--- src/rtl/csa_resolve_serial.sv ---
// Chunk-serial carry-propagate resolver for a carry-save (S, Cout) pair, CHUNK bits per cycle.
// Optional macro CSA_RESOLVE_CHECK_EN: flags a nonzero carry LSB (c_in[1]) on the sticky err output.
module csa_resolve_serial #(
    parameter int S_WIDTH = 13,
    parameter int C_WIDTH = 14,
    parameter int CHUNK   = 4
) (
    input  logic                 clk,
    input  logic                 rst,
    input  logic                 in_valid,
    output logic                 in_ready,
    input  logic [S_WIDTH:1]     s_in,
    input  logic [C_WIDTH:1]     c_in,
    output logic                 out_valid,
    input  logic                 out_ready,
    output logic [C_WIDTH+1:1]   result,
    output logic                 err
);

    localparam int OUT_WIDTH = C_WIDTH + 1;
    localparam int NCHUNK    = (C_WIDTH + CHUNK - 1) / CHUNK;
    localparam int LASTW     = C_WIDTH - (NCHUNK - 1) * CHUNK;
    localparam int CNT_W     = (NCHUNK > 1) ? $clog2(NCHUNK) : 1;

    typedef enum logic [1:0] {IDLE, ADD, DONE} state_t;

    state_t               state_q;
    logic [C_WIDTH-1:0]   a_q, b_q;
    logic                 carry_q;
    logic [CNT_W-1:0]     cnt_q;
    logic [OUT_WIDTH-1:0] res_q, res_d;
    logic                 in_ready_q, out_valid_q;

    logic [C_WIDTH-1:0]   a_shift, b_shift;
    logic [CHUNK-1:0]     a_chunk, b_chunk;
    logic [CHUNK:0]       chunk_sum;
    logic [OUT_WIDTH-1:0] wmask, wdata;
    logic                 last_chunk;
    logic                 carry_d;
    int                   shamt;

    // Shifting the operands right drops the current chunk into the low bits and
    // feeds zeros above C_WIDTH, so a partial final chunk adds only its valid bits.
    always_comb begin
        shamt      = int'(cnt_q) * CHUNK;
        last_chunk = (cnt_q == CNT_W'(NCHUNK - 1));
        a_shift    = a_q >> shamt;
        b_shift    = b_q >> shamt;
        a_chunk    = a_shift[CHUNK-1:0];
        b_chunk    = b_shift[CHUNK-1:0];
        chunk_sum  = {1'b0, a_chunk} + {1'b0, b_chunk} + {{CHUNK{1'b0}}, carry_q};
        carry_d    = chunk_sum[CHUNK];
        wmask      = OUT_WIDTH'({CHUNK{1'b1}}) << shamt;
        wdata      = OUT_WIDTH'(chunk_sum[CHUNK-1:0]) << shamt;
        res_d      = (res_q & ~wmask) | (wdata & wmask);
        if (last_chunk) begin
            res_d[C_WIDTH] = chunk_sum[LASTW];
        end
    end

    always_ff @(posedge clk) begin
        if (rst) begin
            state_q     <= IDLE;
            a_q         <= '0;
            b_q         <= '0;
            carry_q     <= 1'b0;
            cnt_q       <= '0;
            res_q       <= '0;
            in_ready_q  <= 1'b1;
            out_valid_q <= 1'b0;
        end else begin
            case (state_q)
                IDLE: begin
                    if (in_valid) begin
                        a_q        <= C_WIDTH'(s_in);
                        b_q        <= c_in;
                        carry_q    <= 1'b0;
                        cnt_q      <= '0;
                        in_ready_q <= 1'b0;
                        state_q    <= ADD;
                    end
                end
                ADD: begin
                    res_q   <= res_d;
                    carry_q <= carry_d;
                    cnt_q   <= cnt_q + CNT_W'(1);
                    if (last_chunk) begin
                        cnt_q       <= '0;
                        out_valid_q <= 1'b1;
                        state_q     <= DONE;
                    end
                end
                DONE: begin
                    if (out_ready) begin
                        out_valid_q <= 1'b0;
                        in_ready_q  <= 1'b1;
                        state_q     <= IDLE;
                    end
                end
                default: state_q <= IDLE;
            endcase
        end
    end

`ifdef CSA_RESOLVE_CHECK_EN
    logic err_q;

    // Sticky until reset; the pair is still accepted and summed exactly.
    always_ff @(posedge clk) begin
        if (rst) begin
            err_q <= 1'b0;
        end else if (state_q == IDLE && in_valid && c_in[1]) begin
            err_q <= 1'b1;
        end
    end

    assign err = err_q;
`else
    assign err = 1'b0;
`endif

    assign in_ready  = in_ready_q;
    assign out_valid = out_valid_q;
    assign result    = res_q;

endmodule
--- config.mk ---
export PLATFORM = sky130hd
export DESIGN_NAME = csa_resolve_serial
export DESIGN_NICKNAME = d
export VERILOG_FILES = /design/src/rtl/csa_resolve_serial.sv
export SDC_FILE = /design/constraint.sdc
export NUM_CORES = 1
export LEC_CHECK = 0
export ABC_AREA = 1
export BUFFER_PORTS_ARGS = -buffer_cell sky130_fd_sc_hd__buf_4
export CAP_MARGIN = 20
export CORE_MARGIN = 2
export CORE_UTILIZATION = 53
export CTS_CLUSTER_SIZE = 8
export DETAILED_ROUTE_END_ITERATION = 7
export PLACE_DENSITY_LB_ADDON = 0.1
export SLEW_MARGIN = 20
export SYNTH_ARGS = -nofsm -noshare
export SYNTH_HDL_FRONTEND = slang
export SYNTH_SLANG_ARGS = --single-unit
export TNS_END_PERCENT = 30
--- constraint.sdc ---
create_clock -name clk -period 3.3 [get_ports clk]
set_input_delay 0.99 -clock clk [delete_from_list [all_inputs] [get_ports clk]]
set_output_delay 0.99 -clock clk [all_outputs]
set_load 0.005 [all_outputs]
* Yosys cells after proc, flatten, opt, wreduce, memory -nomap -nowiden
Cells that the tools add are included.
** Word-level totals
- Flip-flop bits (word level) :: 49
- Input port bits :: 31
- Output and inout bits :: 18
- Logic and storage cells :: 49
** Operators by class
- Add/sub/neg operators :: 3
- Equal/unequal tests :: 6
- Shifts and indexed selects :: 4
- Muxes and demuxes :: 15
- Bitwise gates (word level) :: 4
- Reduce and logical (&&, ||, !) cells :: 9
** Operators with widths (count)
- $and 15x15->15 :: 2
- $not 15->15 :: 1
- $or 15x15->15 :: 1
- $shl 4x4->15 :: 1
- $shl 4x4->15 const A :: 1
- $shr 14x4->4 :: 1
- $shr 13x4->4 :: 1
- $mux 2 :: 5
- $reduce_and 3->1 :: 3
- $ne 2x2->1 const B :: 3
- $pmux 1 s2 :: 3
- $pmux 2 s3 :: 1
- $reduce_bool 2->1 :: 3
- $add 4x4->5 :: 1
- $add 5x1->5 :: 1
- $mux 1 :: 5
- $eq 2x2->1 const B :: 2
- $pmux 2 s2 :: 1
- $reduce_and 2->1 :: 2
- $add 2x1->2 const B :: 1
- $eq 2x1->1 const B :: 1
- $logic_not 2->1 :: 1

* Logic depth before layout (Yosys ltp)
Gate-level depths: netlist (run 1).
- Depth in word-level cells :: 7
- Depth in mapped cells :: 13
- Mapped depth without buffers :: 11

* Worst setup path after synthesis (run 1)
OpenSTA, ideal clock, no wires.
- Path type :: register to register
- From :: register cnt_q[0]
- To :: register (tool-made name)
- Library setup time :: 0.070 ns
- Data arrival time :: 2.390 ns
- Required time :: 3.230 ns
- Slack :: 0.840 ns
- Stages on the path, launching flop included :: 11
- Path buffers :: 2
- Clock period less this slack :: 2.460 ns
- Cells stage by stage :: dfxtp_1 buf_2 inv_1 clkbuf_1 o21ai_0 o22ai_1 fa_1 inv_1 fa_1 or3_1 a21oi_1
** RTL lines
- start, declared :: RTL line 30 : logic [CNT_W-1:0] cnt_q;
- start signal, assigned :: RTL line 86 : cnt_q <= cnt_q + CNT_W'(1);

==> results of run 1 <==
synth_stat cells:
cell      instances
nor2_1           71
dfxtp_1          49
o21ai_0          41
nand2_1          36
a21oi_1          22
inv_1            15
clkbuf_1         10
ha_1              7
nand3_1           7
buf_2             4
or2_2             4
o22ai_1           3
fa_1              2
inv_2             2
nand2_2           2
nand4_1           2
nor2_4            2
or3_1             2
a22oi_1           1
a31oi_1           1
a32oi_1           1
buf_4             1
conb_1            1
nand3b_1          1
nor3_1            1
o21a_1            1
xor2_1            1
layout make-up:
class / count / area share, %
Clock buffer: 7 / 3.68
Clock inverter: 1 / 0.191
Inverter: 17 / 2.44
Multi-Input combinational cell: 209 / 39.7
Sequential cell: 49 / 37.5
Tap cell: 50 / 2.39
Timing Repair Buffer: 49 / 14.1
routing by layer:
metal	global-route usage (%)	up-vias
li1	-	1018
met1	28.3	862
met2	37.6	54
met3	5.50	7
met4	7.65	0
met5	0	-
worst max path at each step:
stage / cells past startpoint / start / slack (ps) / end
2_1_floorplan: 10 / cnt_q[0]$_SDFFE_PP0P_ / 840 / register
4_1_cts: 8 / cnt_q[1]$_SDFFE_PP0P_ / 820 / register
6_report: 8 / cnt_q[1]$_SDFFE_PP0P_ / 800 / register
3_3_place_gp: 8 / cnt_q[1]$_SDFFE_PP0P_ / 940 / register
5_1_grt: 8 / cnt_q[1]$_SDFFE_PP0P_ / 620 / register
3_5_place_dp: 8 / cnt_q[1]$_SDFFE_PP0P_ / 850 / register
worst max-delay path, cell delays in order, from the launching register on:
cell	delay (ps)
dfxtp_1	490
inv_1	250
o21ai_0	140
o22ai_1	110
fa_1	420
inv_1	90
fa_1	430
or3_1	380
a21oi_1	120
power by group through the flow:
stage               clock network [mW]  registers, mW  logic (mW)
floorplan                            0          0.659       0.168
global placement                     0          0.664       0.241
detailed placement                   0          0.664       0.242
CTS                              0.390          0.651       0.243
global route                     0.415          0.655       0.281
finish                           0.383          0.650       0.243
cells by family (layout without fill, tap and decap cells):
group	count (synthesis)	count (layout)	synth area share, %
and+or+nand+nor	128	128	24.9
AOI/OAI and AO/OA	70	70	16.9
DFF	49	49	45.7
buffers and inverters	32	74	6.00
adders and majority gates	9	9	5.94
other	1	1	0.175
xor gates and xnor gates	1	1	0.408
==> results.toml, run 1 <==
[outcome]
status = "complete, no violations"

[clock_network]
cts_root_buf = "clkbuf_8"
cts.reportedPaths.clkPinSlew_ps = 90
cts_resized = 0
ctsHoldBuffers = 0
post_cts_buffers = 0
cts_buffers = 5
clockBufferDepth = 2
clk_latency_ps = 300
cts.sinks = 49
htreeDepth = 2
cts_tree = "yes"

[min_path]
hold_depth = 2
min_path_type = "reg -> reg"
hp-start = "b_q[9]$_SDFFE_PP0P_"
hold-path-endpoint = "b_q[9]$_SDFFE_PP0P_"

[synth]
synth_cell_types = 27
synth_top_area_cell = "dfxtp_1"
syn_nets = 330
synth_area_sq_um = 2150
avgSynthCellArea_sq_um = 7.41
yosys_warnings = 0
synthCells = 290
synth_area_leaders = "dfxtp_1 (46%), nor2_1 (12%), o21ai_0 (9.6%)"
yosysTopAreaCellShare_pct = 45.7
yosys_register_bits = 49
synth_seq_area_share_pct = 45.7

[place]
post-place-ws_ps = 847
place_area_sq_um = 2510
place_congestion = 0.970
portBuffers = 47
placed_cells = 374
hpwl_mm = 3.31

[layout]
final_nets = 371
final_area_sq_um = 2620
seq_area_sq_um = 981
final_common_cell = "nor2_1"
final_cells = 382
drive_above_1_share_pct = 20.2
final_core_util_pct = 66.3
multiInputGateArea_sq_um = 1040
fillers = 347
final_cell_mix = "nor2_1 (71), dfxtp_1 (49), buf_4 (49)"
area_delta_synth_final_pct = 21.7
num_antenna_cells = 0

[floorplanning]
die-width_um = 67.7
ios = 49
die_area_sq_um = 4580
rows = 23
core_area_sq_um = 3940
die_h_um = 67.7
start_util_pct = 54.5

[global_routing]
grt_antenna_before_repair = 0
grt_max_degree = 31
grt_pass1_vias = 1727
overflow = 0
track_usage_pct = 22.5
grt_pass1_wl_mm = 7.65

[pwr]
p_leak_nw = 1.17
clkPwrFrac_pct = 30.0
p_seq_share_pct = 50.9
switching_share_pct = 28.1
combPwrFrac_pct = 19.0
finalPower_mw = 1.28
p_switching_uw = 358
power.density_nw_per_um2 = 488
worst_ir_drop_vdd_v = 0.000318
p_int_uw = 919

[timing]
tightest_slew_ps = 795
clock_skew_ps = 5.62
setup_tns_ps = 0
setup_violations = 0
setup_ws_ps = 804
drv_slew = 0
period_needed_ps = 2500
timing.fmax_mhz = 401
hold_viol = 0
holdWs_ps = 463
final.period_utilization_pct = 75.6
rsz0062_at_grt = "no"
maxSlewHeadroom_pct = 46.9

[setup_path]
cp.arrival_ps = 2740
r2r_slack_ps = 800
end_kind = "register"
cp_max_fo = 12
crit_type = "reg -> reg"
start_kind = "register"
regToRegStartpoint = "cnt_q[1]$_SDFFE_PP0P_"
reg2regPathDepth = 8
cp.required_ps = 3540

[routing]
met1_length_mm = 2.05
vias = 1941
highest_layer = "met4"
routed_wl_mm = 4.56
viasPerCell = 5.08
drt_iter0_drc = 87
wire_per_inst_um = 11.9
drtAntennaViolNets = 0
drc = 0
drtPass1Iterations = 4
met3WireLength_um = 235
dr_wl_met2_mm = 2.20

[job]
drv_cap = 0
(Power assumes the default switching activity.)
==> run 2, diff against run 1 <==
--- a/config.mk
+++ b/config.mk
@@ -9,7 +9,7 @@
 export BUFFER_PORTS_ARGS = -buffer_cell sky130_fd_sc_hd__buf_4
 export CAP_MARGIN = 20
 export CORE_MARGIN = 2
-export CORE_UTILIZATION = 53
+export CORE_UTILIZATION = 48
 export CTS_CLUSTER_SIZE = 8
 export DETAILED_ROUTE_END_ITERATION = 7
 export PLACE_DENSITY_LB_ADDON = 0.1
==> constraint.sdc (replaced) <==
create_clock -name clk -period 2 [get_ports clk]
set_input_delay 0.6 -clock clk [delete_from_list [all_inputs] [get_ports clk]]
set_output_delay 0.6 -clock clk [all_outputs]
set_load 0.005 [all_outputs]
==> run 2 against run 1 <==
Compared with the run above: clock power grew 65%; largest cell class unchanged; the flow now finishes with violations (setup timing); die area grew 9.8%; critical path type unchanged; sequential cell count is the same; utilization grew 0.43 points; largest power group unchanged; sequential share of layout area shrank 3.4 points.
==> results.toml, run 2 (synthesized netlist as in run 1, its figures left out) <==
[layout]
final_nets = 392
final_area_sq_um = 2890
drive_above_1_share_pct = 30.3
final_cell_mix = "nor2_1 (68), buf_4 (68), dfxtp_1 (47)"
area_delta_synth_final_pct = 34.4
num_antenna_cells = 0

[outcome]
violations = "setup timing"
status = "complete, but fails checks"

[timing]
period_needed_ps = 2140
timing.fmax_mhz = 468
final.period_utilization_pct = 107
setup_ws_ps = -138
setup_tns_ps = -616
drv_slew = 0
rsz0062_at_grt = "yes"
hold_viol = 0
clock_skew_ps = 7.40
setup_violations = 9

[routing]
vias = 2048
drtPass1Iterations = 4
wire_per_inst_um = 12.4
drc = 0
routed_wl_mm = 5.01
viasPerCell = 5.06
drt_iter0_drc = 82
drtAntennaViolNets = 0

[floorplanning]
ios = 49
die-width_um = 70.9
die_area_sq_um = 5030
die_h_um = 70.9
core_area_sq_um = 4320
rows = 24
start_util_pct = 49.7

[pwr]
finalPower_mw = 2.24
worst_ir_drop_vdd_v = 0.000400
p_leak_nw = 1.29
power.density_nw_per_um2 = 775

[job]
drv_cap = 0

[setup_path]
end_kind = "register"
cp.required_ps = 2240
start_kind = "register"
cp_max_fo = 11
crit_type = "reg -> reg"
cp.arrival_ps = 2380
r2r_slack_ps = -140

[place]
hpwl_mm = 3.56
place_congestion = 0.840
place_area_sq_um = 2670
post-place-ws_ps = -209
portBuffers = 47

[global_routing]
grt_antenna_before_repair = 0
overflow = 0
grt_max_degree = 31
grt_pass1_wl_mm = 8.66
grt_pass1_vias = 1980
track_usage_pct = 21.4

[clock_network]
clk_latency_ps = 300
clockBufferDepth = 2
cts_root_buf = "clkbuf_8"
cts.sinks = 49
cts_tree = "yes"
htreeDepth = 2
cts.reportedPaths.clkPinSlew_ps = 90
cts_buffers = 5

[min_path]
min_path_type = "reg -> reg"
## run 2: changes by cell type in the layout (fill, tap and decap cells not counted), moves of 2 or more
cell,previous run,this run
o21ai_2,0,2
dfxtp_1,49,47
nor2_2,0,2
o22ai_1,3,1
o22ai_2,0,2
o21ai_0,41,37
nor2_1,71,68
a21oi_1,22,20
inv_1,15,13
buf_4,49,68
a21oi_2,0,2
o21ai_1,0,2
## run 2: routing by layer
metal / global-route usage [%] / share of wire (%) / vias to the layer above
met5: 0 / 0 / -
met2: 38.1 / 51 / 39
li1: - / - / 1062
met3: 5.13 / 3.7 / 8
met1: 25.7 / 44 / 939
met4: 5.87 / 1.4 / 0
## run 2: area by class of cell
cell class	count	area, sq um
clock inverters	1	5.00
clock buffers	7	96.3
multi-input cells	209	1120
fillers	381	1440
well taps	52	65.1
flip-flops and latches	49	986
repair buffers	70	542
inverters	17	71.3
## run 2: what timing repair did
item / CTS / global route
resized for setup: 13 / 7
buffers inserted: 4 / 1
endpoints found under the setup margin: 12 / 12
hold buffers: 0 / 0
pin swaps: 3 / 0
cloned: 0 / 0
## run 2: report_power, final
part           switching (mW)  internal [mW]
registers              0.0420           1.04
logic                   0.279          0.245
clock network           0.320          0.313
## run 2: worst paths after layout
path                                from                      to  cells after the start
hold reg to reg   out_valid$_SDFFE_PP0P_  out_valid$_SDFFE_PP0P_                      2
setup reg to reg   cnt_q[0]$_SDFFE_PP0P_                register                      8
setup / recovery   cnt_q[0]$_SDFFE_PP0P_                register                      8
hold / removal    out_valid$_SDFFE_PP0P_  out_valid$_SDFFE_PP0P_                      2
## run 2: worst max-delay path, stage by stage, from the launching register on
cell and delay (ps):
dfxtp_4 430, inv_8 60, o21ai_2 120, o22ai_2 100, fa_2 390, inv_2 80
fa_1 420, or3_4 390, a21oi_2 110
## run 2: through the flow
stage / cells / utilization [%] / hold WS, ps
after floorplan: 290 / - / 430
after global placement: 392 / 61.7 / 446
after detailed placement: 392 / 61.7 / 454
after CTS: 404 / 65.9 / 467
after global routing: 405 / 66.8 / 491
final: 405 / 66.8 / 464
==> run 3, diff against run 2 <==
--- a/config.mk
+++ b/config.mk
@@ -12,6 +12,7 @@
 export CORE_UTILIZATION = 48
 export CTS_CLUSTER_SIZE = 8
 export DETAILED_ROUTE_END_ITERATION = 7
+export MAX_ROUTING_LAYER = met4
 export PLACE_DENSITY_LB_ADDON = 0.1
 export SLEW_MARGIN = 20
 export SYNTH_ARGS = -nofsm -noshare
==> run 3 against run 2 <==
Compared with the run above: the run still ends with setup timing left; critical path depth unchanged; utilization is 1.2 points lower; worst hold slack better by 2.3 ps; sequential share of layout area rose by 0.62 points; first-iteration DRC count is 17% higher; combinational power fell by 2%; largest cell class unchanged; highest routed layer unchanged.
==> results.toml, run 3 (synthesized netlist as in run 1, its figures left out) <==
[routing]
met3WireLength_um = 210
drtAntennaViolNets = 0
drc = 0
drtPass1Iterations = 4
wire_per_inst_um = 12.6
met1_length_mm = 2.25
vias = 2041
drt_iter0_drc = 96
highest_layer = "met4"
dr_wl_met2_mm = 2.51
viasPerCell = 5.09
routed_wl_mm = 5.03

[outcome]
status = "complete, but fails checks"
violations = "setup timing"

[layout]
fillers = 398
drive_above_1_share_pct = 29.8
num_antenna_cells = 0
final_cell_mix = "nor2_1 (66), buf_4 (64), dfxtp_1 (47)"
multiInputGateArea_sq_um = 1120
area_delta_synth_final_pct = 32.0
final_common_cell = "nor2_1"
seq_area_sq_um = 986
final_area_sq_um = 2840
final_nets = 388
final_core_util_pct = 65.6

[timing]
setup_violations = 9
rsz0062_at_grt = "yes"
final.period_utilization_pct = 107
hold_viol = 0
drv_slew = 0
period_needed_ps = 2140
setup_ws_ps = -144
clock_skew_ps = 6.91
timing.fmax_mhz = 466

[clock_network]
ctsHoldBuffers = 0
cts.sinks = 49
htreeDepth = 2
clockBufferDepth = 2
cts.reportedPaths.clkPinSlew_ps = 80
cts_tree = "yes"
cts_root_buf = "clkbuf_8"
clk_latency_ps = 300
cts_buffers = 5

[pwr]
power.density_nw_per_um2 = 762
finalPower_mw = 2.16
p_leak_nw = 1.26
worst_ir_drop_vdd_v = 0.000354

[setup_path]
cp.required_ps = 2250
cp_max_fo = 10
end_kind = "register"
start_kind = "register"
cp.arrival_ps = 2390
crit_type = "reg -> reg"

[floorplanning]
core_area_sq_um = 4320
die-width_um = 70.9
die_h_um = 70.9
die_area_sq_um = 5030
rows = 24
ios = 49
start_util_pct = 49.7

[place]
portBuffers = 47
hpwl_mm = 3.65
place_area_sq_um = 2670
post-place-ws_ps = -196
place_congestion = 0.877

[global_routing]
grt_pass1_wl_mm = 8.59
grt_pass1_vias = 1924
grt_max_degree = 31
track_usage_pct = 22.0
overflow = 0
grt_antenna_before_repair = 0

[min_path]
min_path_type = "reg -> reg"

[job]
drv_cap = 0
## run 3: cell count changes in the layout (fill, tap and decap cells not counted), sizes merged
cell	change
clkbuf	+1
clkinv	-1
buf	-4
## run 3: stage by stage
step	hold slack, ps	TNS (ps)	instances
finish	466	-478	401
global route	491	-1820	401
CTS	470	-318	401
detailed placement	450	-1140	392
global placement	443	-556	392
floorplan	430	-730	290
## run 3: where the power goes
part           switching (mW)  internal (mW)
clock network           0.314          0.249
registers              0.0414           1.04
logic                   0.279          0.238
total                   0.634           1.53
## run 3: layer usage
metal  vias up  global-route usage (%)
met1       928                    27.0
met2        46                    36.8
li1       1060                       -
met5         -                       -
met3         7                    4.42
met4         0                    6.29
## run 3: cell type report
| class | instances | share of cell area [%] |
|---|---|---|
| Inverter | 17 | 2.43 |
| Multi-Input combinational cell | 209 | 39.6 |
| Sequential cell | 49 | 34.8 |
| Clock buffer | 8 | 2.82 |
| Timing Repair Buffer | 66 | 18.0 |
| Tap cell | 52 | 2.29 |
## run 3: repair_timing
action | CTS | global route
pin swaps | 2 | 4
endpoints found under the hold margin | 0 | 0
gates resized for setup | 9 | 14
endpoints found under the setup margin | 12 | 12
buffers inserted | 1 | 0
## run 3: path summary, 6_finish.rpt
kind,from,to,slack (ps),cells past startpoint
worst max register to register,cnt_q[0]$_SDFFE_PP0P_,register,-140,8
worst min register to register,in_ready$_SDFFE_PP1P_,in_ready$_SDFFE_PP1P_,470,2
worst max-delay path,cnt_q[0]$_SDFFE_PP0P_,register,-140,8
worst min-delay path,in_ready$_SDFFE_PP1P_,in_ready$_SDFFE_PP1P_,470,2
## run 3: critical path, stage by stage, from the launching register on
cell and delay, ps:
dfxtp_4 410, inv_6 70, o21ai_2 120, o22ai_2 100
fa_2 420, inv_2 70, fa_1 390, or3_1 390
a21oi_2 110
